File: src/rtl/fitness_pkg.sv
// +--------------------------------------------------------------------+
// | fitness_pkg : shared FSM state type and sizing helpers for the     |
// |               fitness evaluator.                                   |
// | Revision    : 1.0                                                  |
// +--------------------------------------------------------------------+
`default_nettype none

package fitness_pkg;

  typedef enum logic [1:0] {
    S_IDLE   = 2'd0,
    S_APPLY  = 2'd1,
    S_SAMPLE = 2'd2,
    S_DONE   = 2'd3
  } state_t;

  function automatic int n_pat(input int n_in);
    return 1 << n_in;
  endfunction

  // Score must hold every output bit of every pattern matching, so 0..N_PAT*N_OUT inclusive.
  function automatic int score_w(input int n_in, input int n_out);
    return $clog2(n_pat(n_in) * n_out + 1);
  endfunction

endpackage

`default_nettype wire

File: src/rtl/match_counter.sv
// +--------------------------------------------------------------------+
// | match_counter : counts bit positions where observed equals         |
// |                 expected (XNOR + popcount), purely combinational.  |
// | Revision      : 1.0                                                |
// +--------------------------------------------------------------------+
`default_nettype none

module match_counter #(
  parameter int N_OUT = 1,
  parameter int CNT_W = $clog2(N_OUT + 1)
) (
  input  logic [N_OUT-1:0] i_obs,
  input  logic [N_OUT-1:0] i_exp,
  output logic [CNT_W-1:0] o_count
);

  logic [N_OUT-1:0] w_eq;

  assign w_eq = ~(i_obs ^ i_exp);

  always_comb begin
    o_count = '0;
    for (int i = 0; i < N_OUT; i++) begin
      o_count = o_count + CNT_W'(w_eq[i]);
    end
  end

endmodule

`default_nettype wire

File: src/rtl/fitness_evaluator.sv
// +--------------------------------------------------------------------+
// | fitness_evaluator : sweeps every phenotype input pattern, samples  |
// |                     the response after a settle time and scores it |
// |                     against a latched target truth table.          |
// | Revision          : 1.0                                            |
// +--------------------------------------------------------------------+
`default_nettype none

module fitness_evaluator
  import fitness_pkg::*;
#(
  parameter  int N_IN          = 2,
  parameter  int N_OUT         = 1,
  parameter  int SETTLE_CYCLES = 4,
  localparam int N_PAT         = n_pat(N_IN),
  localparam int SCORE_W       = score_w(N_IN, N_OUT)
) (
  input  logic                   clk,
  input  logic                   rst,
  input  logic                   start,
  input  logic [N_PAT*N_OUT-1:0] target,
  output logic [N_IN-1:0]        chrom_in,
  input  logic [N_OUT-1:0]       chrom_out,
  output logic                   busy,
  output logic                   done,
  output logic [SCORE_W-1:0]     score,
  output logic                   perfect
);

  localparam int                 CNT_W     = $clog2(SETTLE_CYCLES + 1);
  localparam int                 MC_W      = $clog2(N_OUT + 1);
  localparam logic [SCORE_W-1:0] MAX_SCORE = SCORE_W'(N_PAT * N_OUT);

  state_t                   r_state;
  state_t                   w_next;
  logic [N_PAT*N_OUT-1:0]   r_tgt;
  logic [N_IN-1:0]          r_idx;
  logic [CNT_W-1:0]         r_cnt;
  logic [SCORE_W-1:0]       r_acc;
  logic [N_IN-1:0]          r_chrom_in;
  logic [SCORE_W-1:0]       r_score;
  logic                     r_perfect;
  logic [MC_W-1:0]          w_match;
  logic [SCORE_W-1:0]       w_acc_next;
  logic                     w_settled;
  logic                     w_last;

  match_counter #(
    .N_OUT (N_OUT),
    .CNT_W (MC_W)
  ) u_match (
    .i_obs   (chrom_out),
    .i_exp   (r_tgt[r_idx*N_OUT +: N_OUT]),
    .o_count (w_match)
  );

  assign w_acc_next = r_acc + SCORE_W'(w_match);
  assign w_settled  = (r_cnt == CNT_W'(SETTLE_CYCLES - 1));
  assign w_last     = (r_idx == N_IN'(N_PAT - 1));

  always_ff @(posedge clk) begin
    if (rst) r_state <= S_IDLE;
    else     r_state <= w_next;
  end

  always_comb begin
    w_next = r_state;
    case (r_state)
      S_IDLE:   if (start) w_next = S_APPLY;
      S_APPLY:  if (w_settled) w_next = S_SAMPLE;
      S_SAMPLE: w_next = w_last ? S_DONE : S_APPLY;
      S_DONE:   w_next = S_IDLE;
      default:  w_next = S_IDLE;
    endcase
  end

  always_comb begin
    busy = (r_state != S_IDLE);
    done = (r_state == S_DONE);
  end

  // Score is committed on the final sample edge so it is already valid during the done cycle.
  always_ff @(posedge clk) begin
    if (rst) begin
      r_tgt      <= '0;
      r_idx      <= '0;
      r_cnt      <= '0;
      r_acc      <= '0;
      r_chrom_in <= '0;
      r_score    <= '0;
      r_perfect  <= 1'b0;
    end else begin
      case (r_state)
        S_IDLE: begin
          if (start) begin
            r_tgt      <= target;
            r_idx      <= '0;
            r_cnt      <= '0;
            r_acc      <= '0;
            r_chrom_in <= '0;
          end
        end
        S_APPLY: begin
          r_cnt <= r_cnt + CNT_W'(1);
        end
        S_SAMPLE: begin
          r_acc <= w_acc_next;
          if (w_last) begin
            r_score   <= w_acc_next;
            r_perfect <= (w_acc_next == MAX_SCORE);
          end else begin
            r_idx      <= r_idx + N_IN'(1);
            r_cnt      <= '0;
            r_chrom_in <= r_idx + N_IN'(1);
          end
        end
        S_DONE: begin
          r_chrom_in <= '0;
        end
        default: ;
      endcase
    end
  end

  assign chrom_in = r_chrom_in;
  assign score    = r_score;
  assign perfect  = r_perfect;

endmodule

`default_nettype wire

File: config.mk
export PLATFORM = sky130hd
export DESIGN_NAME = fitness_evaluator
export DESIGN_NICKNAME = d
export VERILOG_FILES = /design/src/rtl/fitness_pkg.sv /design/src/rtl/match_counter.sv /design/src/rtl/fitness_evaluator.sv
export SDC_FILE = /design/constraint.sdc
export NUM_CORES = 1
export LEC_CHECK = 0
export ABC_CLOCK_PERIOD_IN_PS = 3200
export CORE_ASPECT_RATIO = 1.5
export CORE_MARGIN = 2
export CORE_UTILIZATION = 44
export DETAILED_ROUTE_END_ITERATION = 10
export MAX_ROUTING_LAYER = met4
export PLACE_DENSITY = 0.68
export SLEW_MARGIN = 10
export SYNTH_ARGS = -nofsm -noshare
export SYNTH_HDL_FRONTEND = slang
export SYNTH_HIERARCHICAL = 1
export SYNTH_SLANG_ARGS = --single-unit
File: constraint.sdc
create_clock -name clk -period 3.2 [get_ports clk]
set_input_delay 0.48 -clock clk [delete_from_list [all_inputs] [get_ports clk]]
set_output_delay 0.48 -clock clk [all_outputs]
set_load 0.02 [all_outputs]
Yosys cells after proc, flatten, opt, wreduce, memory -nomap -nowiden
Cells that the tools add are included.
Storage, ports and cells
  register bits after elaboration: 20
  input bits: 8
  output and inout bits: 8
  word-level logic and storage cells: 47
Cells by class
  add/sub/neg operators: 3
  equality and inequality tests: 9
  shift-type cells: 1
  multiplexer cells: 12
  bitwise gates (word level): 2
  reduce and logical (&&, ||, !) cells: 12
Operators by type and width (number)
  2-bit 2-to-1 mux: 5
  3-bit case mux with 3 select lines: 1
  3-bit AND reduction: 3
  2-bit case mux with 4 select lines: 1
  2-bit AND reduction: 4
  2-bit equality test, second input constant: 3
  3-bit 2-to-1 mux: 2
  2-bit inequality test, second input constant: 3
  2-bit case mux with 3 select lines: 1
  3-bit case mux with 2 select lines: 1
  3-bit nonzero test: 2
  2-bit case mux with 2 select lines: 1
  2-bit nonzero test: 2
  4-bit by 3-bit variable part select with 1-bit output: 1
  3-bit by 1-bit adder with 3-bit output: 1
  3-bit by 1-bit adder with 3-bit output, second input constant: 1
  3-bit by 2-bit equality test with 1-bit output, second input constant: 1
  3-bit equality test, second input constant: 1
  2-bit by 1-bit adder with 2-bit output, second input constant: 1
  2-bit by 1-bit equality test with 1-bit output, second input constant: 1
  2-bit logical NOT: 1
  1-bit inverter: 1
  1-bit XOR: 1

Logic depth before layout (Yosys ltp)
Gate-level depths: netlist of run 1.
  depth in word-level cells: 5
  mapped depth: 7
  gate-level depth less buffers: 7

Hierarchy
Netlist of run 1, hierarchy kept.
Modules (own cells, without submodules)
  fitness_evaluator: instances 1, cells each 103, area an instance 930.9 sq um, seq. area each 400.4 sq um
  match_counter: instances 1, cells each 1, area an instance 8.8 sq um, seq. area each 0.0 sq um

Worst setup path after synthesis of run 1
No wires, ideal clock.
  path type: flip-flop to flip-flop
  start point: register r_idx[0]
  end point: register r_perfect (netlist: perfect)
  library setup time: 71 ps
  data arrival time: 2138 ps
  data required time: 3129 ps
  slack: 992 ps
  cell stages (with the launch flop): 8
  path buffers: 0
  clock period less this slack: 2208 ps
  cells stage by stage: dfxtp_1 mux4_2 xnor2_1 ha_1 ha_1 xor2_1 or4b_1 a21oi_1
Between the ends
  cells in the longest elaborated chain, start to end: 5
  elaborated cells between the ends (all ways): 7
  those cells by class: 1 x add/sub; 2 x eq/ne; 1 x shift; 2 x bitwise; 1 x reduce/logical
Ends and longest elaborated chain
  start, declared: line fitness_evaluator.sv:37  | logic [N_IN-1:0] r_idx;
  start signal, assigned: line fitness_evaluator.sv:112  | r_idx <= r_idx + N_IN'(1);
  4-bit by 3-bit variable part select with 1-bit output: line fitness_evaluator.sv:53  | .i_exp (r_tgt[r_idx*N_OUT +: N_OUT]),
  1-bit XOR: line match_counter.sv:19  | assign w_eq = ~(i_obs ^ i_exp);
  1-bit inverter: line match_counter.sv:19
  via w_match: line fitness_evaluator.sv:43  | logic [MC_W-1:0] w_match;
  3-bit by 1-bit adder with 3-bit output: line fitness_evaluator.sv:57  | assign w_acc_next = r_acc + SCORE_W'(w_match);
  3-bit equality test: line fitness_evaluator.sv:110  | r_perfect <= (w_acc_next == MAX_SCORE);
  end signal, assigned: line fitness_evaluator.sv:110
  end, declared: line fitness_evaluator.sv:42  | logic r_perfect;
The timed path passes the listed nets, and every way through them passes these cells.
A chain may end at the register's enable or synchronous reset.

Worst setup path after layout of run 1
Same ends and word-level chain as after synthesis.

==> results of run 1 <==
==> flip-flops by register name, indices dropped and copies added (netlist names) <==
name / cells
score: 3
r_tgt: 4
r_idx: 2
chrom_in: 2
r_cnt: 3
perfect: 1
r_state: 2
r_acc: 3
==> through the flow <==
step	hold slack, ns	instances	setup WS, ns	utilization (%)	total power [W]
2_1_floorplan	0.444	104	0.992	-	0.000290
3_3_place_gp	0.446	136	0.884	54.0	0.000307
3_5_place_dp	0.458	136	0.828	54.0	0.000308
4_1_cts	0.479	139	0.792	55.1	0.000423
5_1_grt	0.505	139	0.667	55.1	0.000435
6_report	0.475	139	0.782	55.1	0.000419
==> layout make-up <==
cell class,count,area [um^2],share of cell area [%]
Multi-Input combinational cell,77,509,45.6
Inverter,2,7.51,0.672
Sequential cell,20,400,35.8
Tap cell,22,27.5,2.46
Clock buffer,3,22.5,2.02
Timing Repair Buffer,15,150,13.4
==> synth_stat cells (2+ instances only) <==
cell type	count	share of area [%]
nor3b_1	2	1.6
nor2_1	8	3.2
a32oi_1	2	1.9
nor2b_1	3	2.0
and2_1	2	1.3
a22oi_1	2	1.6
dfxtp_1	20	43
mux2i_1	2	2.1
inv_1	2	0.80
nand2_1	11	4.4
buf_2	3	1.6
o21ai_0	8	4.3
clkbuf_1	2	0.80
a21oi_1	12	6.4
ha_1	5	6.7
nand2b_1	3	2.0
nand3_1	2	1.1
==> worst paths after layout <==
kind,from,endpoint,slack [ns]
worst max-delay path,r_idx[0],perfect,0.78
worst max register to register,r_idx[0],perfect,0.78
worst min register to register,score[2],score[2],0.48
worst min-delay path,score[2],score[2],0.48
==> worst max-delay path: cells and delay by family, from the launching register on <==
| kind | cells | cell delay [ns] |
|---|---|---|
| DFF | 1 | 0.45 |
| xor gates and xnor gates | 2 | 0.38 |
| adders and majority gates | 2 | 0.37 |
| AOI/OAI and AO/OA | 1 | 0.14 |
| muxes | 1 | 0.55 |
| and+or+nand+nor | 1 | 0.46 |
==> kinds of logic after synthesis <==
kind of cell,synth area share [%]
flops,42.6
simple gates,22.0
compound gates,18.0
buf+inv,3.20
mux,5.73
xor+xnor,1.86
fa+ha+maj,6.66
==> layer usage <==
layer	wire length [um]	track usage [%]	vias to the layer above
li1	-	-	395
met1	834	19.1	346
met2	919	29.7	17
met3	59	1.79	4
met4	44	12.4	0
met5	0	-	-
==> power by group through the flow <==
stage / registers, W / logic, W / clock network [W]
floorplan: 0.000263 / 0.0000274 / 0
global placement: 0.000266 / 0.0000407 / 0
detailed placement: 0.000267 / 0.0000411 / 0
CTS: 0.000261 / 0.0000411 / 0.000121
global route: 0.000262 / 0.0000453 / 0.000128
finish: 0.000261 / 0.0000407 / 0.000117
==> results.sh, run 1 <==
export IMPL_root_buffer="clkbuf_4"
export IMPL_irDropWorstVdd_uv=212
export IMPL_ys_types=32
export IMPL_slew_violations=0
export IMPL_syn_to_final_growth_pct=18.9
export IMPL_cts_tree="yes"
export IMPL_setup_tns_ns=0
export IMPL_leakage_nw=0.454
export IMPL_grt_total_usage_pct=17.5
export IMPL_synthesis_instances=104
export IMPL_hold_buffers=0
export IMPL_fin_crit_sh_pct=75.6
export IMPL_critPathRequiredTime_ns=3.43
export IMPL_firstDrtPassIters=4
export IMPL_finalInstanceArea_um2=1120
export IMPL_cts_resized_gates=0
export IMPL_vias_per_cell=5.48
export IMPL_rsz0062_at_grt="false"
export IMPL_dp_hpwl_mm=1.36
export IMPL_synth_edf_count=0
export IMPL_status="complete, no violations"
export IMPL_netSwitchingFraction_pct=23.7
export IMPL_layout_min_cycle_time_ns=2.42
export IMPL_ys_seq_area_share_pct=42.6
export IMPL_r2r_cells=7
export IMPL_drc=0
export IMPL_tightest_slew_ns=0.748
export IMPL_p_int_w=0.000319
export IMPL_wirelength_mm=1.86
export IMPL_final_nets=132
export IMPL_clkTransAtPathRegs_ns=0.11
export IMPL_powerDensity_nw_per_um2=375
export IMPL_core_area_um2=2030
export IMPL_switching_power_w=0.0000994
export IMPL_die_w_um=41.7
export IMPL_initial_core_util_pct=46.4
export IMPL_wl_per_cell_um=13.4
export IMPL_cts_buffer_depth=2
export IMPL_num_fill_cells=183
export IMPL_clkLatencyLatePin_ns=0.30
export IMPL_post_cts_setup_buffers=0
export IMPL_cts_max_level=1
export IMPL_die_area_um2=2530
export IMPL_pwr_share_comb_pct=9.7
export IMPL_synthArstFlopShare_pct=0
export IMPL_cap_violations=0
export IMPL_worstHoldPathType="reg -> reg"
export IMPL_drive_above_1_share_pct=5.98
export IMPL_ios=16
export IMPL_die_h_um=60.6
export IMPL_postRouteAntennaNets=0
export IMPL_end_kind="flip-flop"
export IMPL_antenna_cells=0
export IMPL_layout_commonest_cell="dfxtp_1"
export IMPL_path_common_cell="ha_1"
export IMPL_hold_depth=2
export IMPL_placed_cell_area_um2=1090
export IMPL_crit_path_max_fanout=6
export IMPL_vias=762
export IMPL_critPathMaxStageDelay_ns=0.55
export IMPL_ys_ff_latch=20
export IMPL_antenna_found_initial=0
export IMPL_max_freq_mhz=414
export IMPL_ys_flop_type="dfxtp_1"
export IMPL_dr_first_iter_drc_count=20
export IMPL_crit_chain="mux4_2, xnor2_1, ha_1, ha_1, xor2_1, or4b_1, a21oi_1"
export IMPL_syn_area_per_cell_um2=9.04
export IMPL_synth_nets=117
export IMPL_cp_arrival_ns=2.65
export IMPL_grt_pass1_wl_mm=3.21
export IMPL_clock_sinks=20
export IMPL_syn_cell_area_um2=940
export IMPL_relSlewSlack_pct=50.0
export IMPL_power_frac_seq_pct=62.3
export IMPL_rows=20
export IMPL_p_clk_share_pct=28.0
export IMPL_setup_viol=0
export IMPL_fin_skew_ns=0.00745
export IMPL_synth_warnings=6
export IMPL_slowest_stage="mux4_2"
export IMPL_gp_congestion=0.785
export IMPL_path_class="reg -> reg"
export IMPL_startpoint_type="flip-flop"
export IMPL_final_cell_mix="dfxtp_1 (20), clkdlybuf4s50_1 (15), a21oi_1 (12)"
export IMPL_cts_buffers=3
export IMPL_grt_overflow_total=0
export IMPL_grt_pass1_vias=743
export IMPL_hold_viol_final=0
export IMPL_portBuffers=15
export IMPL_grt_max_degree=23
No activity file was read; power rests on OpenSTA's default activity.
==> run 2, diff against run 1 <==
Settings changed: ABC_CLOCK_PERIOD_IN_PS 3200 to 2100, PLACE_DENSITY 0.68 to 0.71.
Clock period 3.2 ns to 2.1 ns, I/O delays scaled along.
==> run 2 against run 1 <==
The run now ends with negative setup slack left. Largest cell class unchanged. Sequential cell count stayed put. Clock skew rose by 0.0021 ns. Clock power is 60% higher. Maximum frequency is 9.5% higher. First-iteration DRC count decreased by 55%. Utilization rose by 4.4 points.
==> results.sh, run 2 (same netlist as run 1, synthesis figures left out) <==
export IMPL_tightest_slew_ns=0.516
export IMPL_cts_tree="yes"
export IMPL_powerDensity_nw_per_um2=540
export IMPL_end_kind="flip-flop"
export IMPL_drc=0
export IMPL_violations="negative setup slack"
export IMPL_leakage_nw=0.488
export IMPL_hold_viol_final=0
export IMPL_fin_skew_ns=0.00954
export IMPL_antenna_cells=0
export IMPL_largest_reg_flops=4
export IMPL_crit_path_max_fanout=2
export IMPL_whs_ns=0.480
export IMPL_wirelength_mm=1.91
export IMPL_cap_violations=0
export IMPL_crit_start="r_idx[0]"
export IMPL_power_frac_seq_pct=60.4
export IMPL_die_area_um2=2530
export IMPL_status="complete, but fails checks"
export IMPL_final_nets=138
export IMPL_p_clk_share_pct=28.7
export IMPL_worstHoldPathType="reg -> reg"
export IMPL_wl_per_cell_um=13.1
export IMPL_netSwitchingFraction_pct=23.7
export IMPL_setup_ws_ns=-0.108
export IMPL_rr_endpoint="perfect"
export IMPL_cts_buffer_depth=2
export IMPL_cp_arrival_ns=2.45
export IMPL_r2r_cells=7
export IMPL_gp_congestion=0.793
export IMPL_post_cts_setup_buffers=0
export IMPL_layout_commonest_cell="dfxtp_1"
export IMPL_firstDrtPassIters=4
export IMPL_irDropWorstVdd_uv=368
export IMPL_num_fill_cells=179
export IMPL_die_h_um=60.6
export IMPL_final_util_pct=59.6
export IMPL_clock_sinks=20
export IMPL_vias=802
export IMPL_layout_min_cycle_time_ns=2.21
export IMPL_grt_max_degree=16
export IMPL_clkLatencyLatePin_ns=0.30
export IMPL_rsz0062_at_grt="true"
export IMPL_grt_pass1_wl_mm=3.27
export IMPL_reg2reg_slack_ns=-0.11
export IMPL_min_from="score[2]"
export IMPL_p_total_w=0.000652
export IMPL_drive_above_1_share_pct=16.1
export IMPL_grt_overflow_total=0
export IMPL_cts_buffers=3
export IMPL_critPathRequiredTime_ns=2.34
export IMPL_max_freq_mhz=453
export IMPL_clkTransAtPathRegs_ns=0.11
export IMPL_pwr_share_comb_pct=10.9
export IMPL_root_buffer="clkbuf_4"
export IMPL_postRouteAntennaNets=0
export IMPL_antenna_found_initial=0
export IMPL_cts_max_level=1
export IMPL_path_class="reg -> reg"
export IMPL_hold_buffers=0
export IMPL_grt_pass1_vias=775
export IMPL_ios=16
export IMPL_critPathCapture="perfect"
export IMPL_top_register="r_tgt"
export IMPL_startpoint_type="flip-flop"
export IMPL_final_cell_mix="dfxtp_1 (19), clkdlybuf4s50_1 (15), a21oi_1 (11), nand2_1 (11)"
export IMPL_place_ws_ns=-0.0433
export IMPL_portBuffers=15
export IMPL_switching_power_w=0.000155
export IMPL_setup_tns_ns=-0.108
export IMPL_slew_violations=0
export IMPL_core_area_um2=2030
export IMPL_setup_viol=1
export IMPL_rows=20
export IMPL_dr_first_iter_drc_count=9
export IMPL_grt_total_usage_pct=17.7
export IMPL_relSlewSlack_pct=65.5
export IMPL_p_int_w=0.000498
export IMPL_reg2reg_from="r_idx[0]"
export IMPL_syn_to_final_growth_pct=28.5
export IMPL_fin_crit_sh_pct=105
export IMPL_dp_hpwl_mm=1.42
export IMPL_die_w_um=41.7
export IMPL_vias_per_cell=5.49
export IMPL_initial_core_util_pct=46.4
run 2: power groups by stage:
stage	sequential, W	clock, W	combinational (W)
finish	0.000394	0.000187	0.0000710
global route	0.000396	0.000206	0.0000787
CTS	0.000394	0.000193	0.0000697
detailed placement	0.000403	0	0.0000691
global placement	0.000402	0	0.0000682
floorplan	0.000399	0	0.0000420
run 2: how the worst min path moves through the flow:
stage,depth (start not counted),slack (ns),end
2_1_floorplan,1,0.44,r_cnt[0]
3_3_place_gp,2,0.44,score[2]
3_5_place_dp,2,0.45,perfect
4_1_cts,2,0.47,perfect
5_1_grt,2,0.50,perfect
6_report,2,0.48,score[2]
run 2: stage by stage:
| step | instance area, um^2 | std cells |
|---|---|---|
| after floorplan | 958 | 104 |
| after detailed placement | 1160 | 142 |
| after global routing | 1210 | 146 |
| final | 1210 | 146 |
| after CTS | 1180 | 146 |
| after global placement | 1160 | 142 |
run 2: what timing repair did:
| action | 4_1_cts | 5_1_grt |
|---|---|---|
| resized for setup | 0 | 4 |
| endpoints found under the setup margin | 1 | 1 |
| hold endpoints to repair | 0 | 0 |
run 2: worst max-delay path, cell delays in order (launching register included):
cell	delay [ns]
dfxtp_4	0.37
mux4_2	0.52
xnor2_2	0.15
ha_2	0.19
ha_4	0.16
xor2_2	0.16
or4b_4	0.47
a21oi_2	0.12
run 2: layout make-up:
| type | instances | area (um^2) | area share (%) |
|---|---|---|---|
| sequential | 20 | 404 | 33.5 |
| tap | 22 | 27.5 | 2.28 |
| inverter | 2 | 7.51 | 0.622 |
| timing repair buffer | 21 | 195 | 16.2 |
| multi-input combinational | 77 | 547 | 45.3 |
| clock buffer | 4 | 26.3 | 2.18 |
run 2: routing by layer:
| layer | routed length [um] | vias to the layer above | global-route usage, % |
|---|---|---|---|
| met5 | 0 | - | - |
| met3 | 45 | 5 | 1.79 |
| li1 | - | 408 | - |
| met2 | 931 | 12 | 28.8 |
| met1 | 884 | 377 | 21.0 |
| met4 | 48 | 0 | 11.1 |
==> run 3, diff against run 2 <==
Settings changed: RECOVER_POWER from default to 50.
==> run 3 against run 2 <==
The flow still finishes with violations (negative setup slack). Register-to-register slack about the same. Global-route usage stayed put. Worst hold slack is the same.
==> results.sh, run 3 (same netlist as run 1, synthesis figures left out) <==
export IMPL_r2r_cells=7
export IMPL_grt_total_usage_pct=17.7
export IMPL_cts_buffer_depth=2
export IMPL_final_cell_mix="dfxtp_1 (19), clkdlybuf4s50_1 (14), a21oi_1 (11), nand2_1 (11)"
export IMPL_multiInputGateArea_um2=547
export IMPL_cap_violations=0
export IMPL_crit_path_max_fanout=2
export IMPL_rsz0062_at_grt="true"
export IMPL_layout_min_cycle_time_ns=2.21
export IMPL_critPathMaxStageDelay_ns=0.52
export IMPL_setup_tns_ns=-0.108
export IMPL_cp_depth=7
export IMPL_cts_tree="yes"
export IMPL_grt_pass1_vias=775
export IMPL_die_h_um=60.6
export IMPL_initial_core_util_pct=46.4
export IMPL_dp_hpwl_mm=1.42
export IMPL_clock_sinks=20
export IMPL_crit_buf_inv=0
export IMPL_rr_endpoint="perfect"
export IMPL_fin_crit_sh_pct=105
export IMPL_cts_buffers=3
export IMPL_worstHoldPathType="reg -> reg"
export IMPL_drive_above_1_share_pct=16.1
export IMPL_grt_overflow_total=0
export IMPL_grt_pass1_wl_mm=3.27
export IMPL_die_area_um2=2530
export IMPL_cts_max_level=1
export IMPL_status="complete, but fails checks"
export IMPL_leakage_nw=0.488
export IMPL_drc=0
export IMPL_syn_to_final_growth_pct=28.5
export IMPL_vias=802
export IMPL_final_nets=138
export IMPL_path_class="reg -> reg"
export IMPL_clkTransAtPathRegs_ns=0.11
export IMPL_firstDrtPassIters=4
export IMPL_setup_viol=1
export IMPL_num_fill_cells=179
export IMPL_cp_arrival_ns=2.45
export IMPL_setup_ws_ns=-0.108
export IMPL_die_w_um=41.7
export IMPL_vias_per_cell=5.49
export IMPL_largest_reg_flops=4
export IMPL_hold_buffers=0
export IMPL_wirelength_mm=1.91
export IMPL_portBuffers=15
export IMPL_powerDensity_nw_per_um2=540
export IMPL_critPathTopFamily="multiplexers"
export IMPL_slew_violations=0
export IMPL_tightest_slew_ns=0.516
export IMPL_slowest_stage="mux4_2"
export IMPL_ff_latch_area_um2=404
export IMPL_antenna_cells=0
export IMPL_grt_max_degree=16
export IMPL_reg2reg_from="r_idx[0]"
export IMPL_dr_first_iter_drc_count=9
export IMPL_antenna_found_initial=0
export IMPL_hold_viol_final=0
export IMPL_layout_commonest_cell="dfxtp_1"
export IMPL_violations="negative setup slack"
export IMPL_max_freq_mhz=453
export IMPL_crit_start="r_idx[0]"
export IMPL_final_util_pct=59.6
export IMPL_reg2reg_slack_ns=-0.11
export IMPL_startpoint_type="flip-flop"
export IMPL_end_kind="flip-flop"
export IMPL_critPathRequiredTime_ns=2.34
export IMPL_relSlewSlack_pct=65.5
export IMPL_rows=20
export IMPL_wl_per_cell_um=13.1
export IMPL_top_register="r_tgt"
export IMPL_fin_skew_ns=0.00954
export IMPL_postRouteAntennaNets=0
export IMPL_critPathCapture="perfect"
export IMPL_root_buffer="clkbuf_4"
export IMPL_irDropWorstVdd_uv=368
export IMPL_clkLatencyLatePin_ns=0.30
export IMPL_ios=16
export IMPL_crit_chain="mux4_2, xnor2_2, ha_2, ha_4, xor2_2, or4b_4, a21oi_2"
export IMPL_core_area_um2=2030
export IMPL_gp_congestion=0.793
==> run 3: cell types whose count changed in the layout (fill, tap and decap cells not counted) <==
cell | previous run | this run
clkdlybuf4s50_1 | 15 | 14
dlygate4sd3_1 | 0 | 1
==> run 3: stage by stage <==
step | hold WS (ns) | area [um^2] | total power, W | setup WS, ns | std cells
after floorplan | 0.444 | 958 | 0.000441 | -0.00368 | 104
after global placement | 0.445 | 1160 | 0.000471 | -0.0252 | 142
after CTS | 0.471 | 1180 | 0.000657 | -0.0806 | 146
after detailed placement | 0.451 | 1160 | 0.000472 | -0.0433 | 142
final | 0.480 | 1210 | 0.000652 | -0.108 | 146
after global routing | 0.500 | 1210 | 0.000680 | -0.203 | 146
==> run 3: worst register-to-register path: cells and delay by family, from the launching register on <==
kind / cells / cell delay (ns)
mux: 1 / 0.52
simple gates: 1 / 0.47
flops: 1 / 0.37
fa+ha+maj: 2 / 0.35
xor+xnor: 2 / 0.31
compound gates: 1 / 0.12
==> run 3: what timing repair did <==
action,in CTS,in global routing
endpoints found under the hold margin,0,0
gates resized for setup,0,4
endpoints found under the setup margin,1,1
setup buffers,0,0
==> run 3: area by class of cell <==
| class | count | area share, % |
|---|---|---|
| multi-input cells | 77 | 45.3 |
| flip-flops and latches | 20 | 33.5 |
| repair buffers | 21 | 16.2 |
| well taps | 22 | 2.28 |
| clock buffers | 4 | 2.18 |
| inverters | 2 | 0.622 |
==> run 3: how the worst min path moves through the flow <==
stage          startpoint        to  depth (start not counted)
4_1_cts           perfect   perfect                          2
2_1_floorplan    r_cnt[0]  r_cnt[0]                          1
6_report         score[2]  score[2]                          2
5_1_grt           perfect   perfect                          2
3_5_place_dp      perfect   perfect                          2
3_3_place_gp     score[2]  score[2]                          2
==> run 3: metal layers <==
metal | routed length (um) | global-route usage (%) | up-vias
li1 | - | - | 408
met1 | 884 | 21.0 | 377
met4 | 48 | 11.1 | 0
met5 | 0 | - | -
met3 | 45 | 1.79 | 5
met2 | 931 | 28.8 | 12
==> run 3: where the power goes <==
| group | switching [W] | leakage (nW) | internal (W) |
|---|---|---|---|
| Sequential | 0.00000712 | 0.163 | 0.000387 |
| Clock | 0.000113 | 0.0150 | 0.0000741 |
| Combinational | 0.0000342 | 0.310 | 0.0000363 |
| Total | 0.000155 | 0.488 | 0.000497 |
